==> src/rtl/processor_mem_arb_pkg.sv <==
// Shared widths, latency and requester ids for the on-chip RAM arbiter.
package processor_mem_arb_pkg;

   localparam int DEF_ADDR_W     = 10;
   localparam int DEF_DATA_W     = 32;
   localparam int DEF_BE_W       = DEF_DATA_W / 8;
   localparam int RAM_RD_LATENCY = 1;

   typedef enum logic {
      M0 = 1'b0,
      M1 = 1'b1
   } req_id_t;

endpackage

==> src/rtl/processor_rr_arb2.sv <==
// Two-way round-robin grant; owns the last_grant history bit.
module processor_rr_arb2
   import processor_mem_arb_pkg::*;
(
   input  logic       clk,
   input  logic       reset_n,
   input  logic       freeze,
   input  logic [1:0] req,
   output logic [1:0] gnt,
   output logic       gnt_id
);

   logic last_grant;

   always_comb begin
      gnt_id = M0;
      if (req == 2'b10)
         gnt_id = M1;
      else if (req == 2'b11)
         gnt_id = ~last_grant;
      // Holding the grant off while in reset keeps the RAM idle during reset.
      gnt = 2'b00;
      if (reset_n && !freeze && (req != 2'b00))
         gnt = (gnt_id == M1) ? 2'b10 : 2'b01;
   end

   always_ff @(posedge clk or negedge reset_n) begin
      if (!reset_n)
         last_grant <= M1;
      else if (gnt != 2'b00)
         last_grant <= gnt_id;
   end

endmodule

==> src/rtl/processor_onchip_memory_arbiter.sv <==
// Shares the single-port on-chip RAM between the CPU data master (m0) and
// the DMA/debug master (m1); routes one-cycle-late read data back to the issuer.
module processor_onchip_memory_arbiter
   import processor_mem_arb_pkg::*;
#(
   parameter int ADDR_W = DEF_ADDR_W,
   parameter int DATA_W = DEF_DATA_W,
   parameter int BE_W   = DEF_BE_W
) (
   input  logic              clk,
   input  logic              reset_n,
   input  logic              freeze,
   input  logic [ADDR_W-1:0] m0_address,
   input  logic [BE_W-1:0]   m0_byteenable,
   input  logic              m0_read,
   input  logic              m0_write,
   input  logic [DATA_W-1:0] m0_writedata,
   output logic              m0_waitrequest,
   output logic [DATA_W-1:0] m0_readdata,
   output logic              m0_readdatavalid,
   input  logic [ADDR_W-1:0] m1_address,
   input  logic [BE_W-1:0]   m1_byteenable,
   input  logic              m1_read,
   input  logic              m1_write,
   input  logic [DATA_W-1:0] m1_writedata,
   output logic              m1_waitrequest,
   output logic [DATA_W-1:0] m1_readdata,
   output logic              m1_readdatavalid,
   output logic [ADDR_W-1:0] ram_address,
   output logic [BE_W-1:0]   ram_byteenable,
   output logic [DATA_W-1:0] ram_writedata,
   output logic              ram_chipselect,
   output logic              ram_write,
   output logic              ram_clken,
   input  logic [DATA_W-1:0] ram_readdata
);

   logic [1:0] req;
   logic [1:0] gnt;
   logic       gnt_id;
   logic       any_gnt;
   logic       sel_m1;
   logic       sel_wr;
   logic       rd_gnt;
   logic       rd_pend;
   logic       rd_id;

   assign req = {m1_read | m1_write, m0_read | m0_write};

   processor_rr_arb2 u_arb (
      .clk     (clk),
      .reset_n (reset_n),
      .freeze  (freeze),
      .req     (req),
      .gnt     (gnt),
      .gnt_id  (gnt_id)
   );

   assign any_gnt = |gnt;
   // With no grant the mux defaults to m0; the RAM ignores it (chipselect low).
   assign sel_m1  = gnt[1];
   // Read+write together counts as a write.
   assign sel_wr  = sel_m1 ? m1_write : m0_write;
   assign rd_gnt  = any_gnt & ~sel_wr;

   assign m0_waitrequest = ~gnt[0];
   assign m1_waitrequest = ~gnt[1];

   assign ram_address    = sel_m1 ? m1_address   : m0_address;
   assign ram_writedata  = sel_m1 ? m1_writedata : m0_writedata;
   assign ram_byteenable = sel_wr ? (sel_m1 ? m1_byteenable : m0_byteenable) : {BE_W{1'b1}};
   assign ram_chipselect = any_gnt;
   assign ram_write      = any_gnt & sel_wr;
   assign ram_clken      = 1'b1;

   always_ff @(posedge clk or negedge reset_n) begin
      if (!reset_n) begin
         rd_pend <= 1'b0;
         rd_id   <= M0;
      end else begin
         rd_pend <= rd_gnt;
         if (rd_gnt)
            rd_id <= gnt_id;
      end
   end

   assign m0_readdata      = ram_readdata;
   assign m1_readdata      = ram_readdata;
   assign m0_readdatavalid = rd_pend & (rd_id == M0);
   assign m1_readdatavalid = rd_pend & (rd_id == M1);

endmodule

==> config.mk <==
export PLATFORM = sky130hd
export DESIGN_NAME = processor_onchip_memory_arbiter
export DESIGN_NICKNAME = d
export VERILOG_FILES = /design/src/rtl/processor_mem_arb_pkg.sv /design/src/rtl/processor_rr_arb2.sv /design/src/rtl/processor_onchip_memory_arbiter.sv
export SDC_FILE = /design/constraint.sdc
export NUM_CORES = 1
export LEC_CHECK = 0
export ABC_AREA = 1
export CORE_AREA = 2 2 97 99
export CTS_BUF_LIST = sky130_fd_sc_hd__clkbuf_16
export CTS_CLUSTER_DIAMETER = 200
export DETAILED_ROUTE_END_ITERATION = 10
export DIE_AREA = 0 0 99 101
export MAX_ROUTING_LAYER = met4
export PLACE_DENSITY = 0.74
export RECOVER_POWER = 50
export SYNTH_ARGS = -nofsm -noshare
export SYNTH_HDL_FRONTEND = slang
export SYNTH_SLANG_ARGS = --single-unit
==> constraint.sdc <==
create_clock -name clk -period 1.22 [get_ports clk]
set_input_delay 0.122 -clock clk [delete_from_list [all_inputs] [get_ports clk]]
set_output_delay 0.122 -clock clk [all_outputs]
set_load 0.005 [all_outputs]
==> flow_summary.json <==
{
  "wl_per_cell_um": 13.7,
  "rows": 35,
  "diodes": 0,
  "synthTopCellsByArea": "buf_4, nand2_1, inv_1, o21ai_2, o21ai_1",
  "synthesis.nets": 376,
  "critPathCaptureType": "output pin",
  "postPlaceCellArea_sq_um": 2650,
  "endpoint": "ram_byteenable[3]",
  "cts.path.max_buffers": 2,
  "grt_antenna_before_repair": 0,
  "hp-class": "in2out",
  "reg2reg_slack_ps": -450,
  "crit_path_start_kind": "flip-flop",
  "tns_ps": -22240,
  "track_usage_pct": 13.1,
  "ctsHtreeMaxLevel": 1,
  "syn_area_per_cell_sq_um": 6.02,
  "drt-initial-drc-count": 29,
  "core_area_sq_um": 8980,
  "stdcell_count": 490,
  "pre_cts_ws_ps": -812,
  "hold_viol": 0,
  "n_fill_cell": 923,
  "start_util_pct": 16.4,
  "async_reset_ff_share_pct": 100,
  "hold_ws_ps": 244,
  "crit_required_ps": 1100,
  "clk_pin_slew_ps": 30,
  "setup_viol": 53,
  "rr_worst_depth": 13,
  "layout_setup_ws_ps": -524,
  "utilization_pct": 37.6,
  "peakVddDrop_uv": 753,
  "outcome": "finished, violations left",
  "netlist.area_leader.share_pct": 34.1,
  "finalInstanceArea_sq_um": 3380,
  "synth_area_sq_um": 1470,
  "drv_slew": 0,
  "gp_congestion": 0.760,
  "ys_seq_elements": 3,
  "io_pins": 248,
  "power.density_nw_per_um2": 585,
  "arrival_ps": 1620,
  "violations": "negative setup slack",
  "grt_pass1_wl_mm": 10.1,
  "clock.fmax_ghz": 0.573,
  "drt-vias-per-instance": 3.99,
  "numCtsBuffers": 3,
  "gr-total-overflow": 0,
  "synth-edff-count": 0,
  "p_leak_nw": 1.71,
  "cp-startpoint": "u_arb.last_grant",
  "dp.cells": 444,
  "tritoncts": "built",
  "synth_ff_type": "dfrtp_1",
  "reg2reg_to": "rd_id",
  "grt_pass1_vias": 2046,
  "die_h_um": 101,
  "clk_latency_ps": 220,
  "finClkSkew_ps": 1.80,
  "port_buffers": 150,
  "yosysTopAreaCell": "buf_4",
  "synth.distinct_cells": 17,
  "syn_to_final_growth_pct": 129,
  "totalWireLength_mm": 6.73,
  "path_max_fanout": 4,
  "drt-pass1-iter-count": 4,
  "rsz0062_at_grt": "true",
  "period_share_pct": 143,
  "postRouteAntennaNets": 0,
  "nets": 511,
  "vias": 1955,
  "grt_max_degree": 9,
  "syn_inst": 245,
  "drc": 0,
  "worstSetupPathType": "reg2out",
  "r2r-start": "u_arb.last_grant",
  "seq_area_frac_synth_pct": 5.18,
  "power_mw": 1.97,
  "drive_above_1_share_pct": 48.8,
  "root_buffer": "clkbuf_16",
  "fin_crit_ps": 1740,
  "die_area_sq_um": 10000,
  "drv_cap": 0,
  "ys.warnings.count": 0,
  "cts.sinks": 3,
  "place_hpwl_mm": 4.27,
  "dieWidth_um": 99
}
[layout make-up]
class                   instances  area, sq um  area share [%]
clock buffers                   3         75.1            2.22
clock inverters                 1         3.75           0.111
well taps                     111          139            4.11
inverters                      51          196            5.82
multi-input cells             117          887            26.3
repair buffers                204         2000            59.2
flip-flops and latches          3         76.3            2.26
[cells in the mapped netlist (2+ instances only)]
library cell and number:
nand2_1 55, o21ai_1 21, buf_4 67, inv_1 50, nand4_1 5, nor2_1 4
dfrtp_1 2, o21ai_2 21, nand3_1 4, nand2_2 3, buf_6 7
[worst min-delay path by stage]
stage                          start         endpoint  slack, ps  cells past startpoint
floorplan                    reset_n            rd_id       -170                      0
global placement    ram_readdata[19]  m0_readdata[19]        240                      0
detailed placement  ram_readdata[19]  m0_readdata[19]        240                      0
CTS                 ram_readdata[19]  m0_readdata[19]        240                      0
global route        ram_readdata[13]  m0_readdata[13]        240                      0
finish              ram_readdata[16]  m0_readdata[16]        240                      0
[cells in the final DEF, fill, tap and decap left out, drive strengths merged]
master / synthesis / final
nand4: 5 / 5
nand2: 58 / 58
dlygate4sd2: 0 / 6
clkdlybuf4s50: 0 / 92
dlygate4sd3: 0 / 1
o21ai: 43 / 43
dfstp: 1 / 1
nand3: 5 / 5
inv: 51 / 52
nor2: 5 / 5
dfrtp: 2 / 2
conb: 1 / 1
clkbuf: 0 / 4
buf: 74 / 101
clkdlybuf4s15: 0 / 3
[cells by family after synthesis]
kind of cell	after synthesis	share of synthesized area (%)
flip-flops	3	5.18
AND/OR/NAND/NOR	73	21.4
buffers and inverters	125	52.5
AO/OA/AOI/OAI	43	20.7
other	1	0.254
[routing by layer]
metal  share of wire (%)  track usage (%)  up-vias
met5                   0                -        -
met3                 8.8             2.70       30
met4                 2.4             4.43        0
met2                  53             24.1      111
met1                  36             13.9      871
li1                    -                -      943
[sequential cells by signal (all words and copies together), names as in the netlist]
name              cells
rd_id                 1
rd_pend               1
u_arb.last_grant      1
[power breakdown]
group | internal [mW] | switching, mW | leakage [nW]
Combinational | 0.813 | 0.521 | 1.63
Clock | 0.422 | 0.0875 | 0.0423
Sequential | 0.120 | 0.0104 | 0.0367
Total | 1.35 | 0.619 | 1.71
[critical path, stage by stage (launching register included)]
cell     delay [ps]
dfstp_2         540
o21ai_4          70
nand3_4          90
buf_12          110
buf_12           90
buf_6            90
nand2_4          40
nand2_4          60
inv_4            50
buf_6           100
nand3_2          40
buf_2           110
[what timing repair did]
action,CTS,global route
resized for setup,282,46
buffers inserted,34,8
hold endpoints to repair,2,0
pin swaps,4,3
gates cloned,10,0
hold buffers,1,0
endpoints found under the setup margin,55,54
Power figures use the tool's default switching activity.
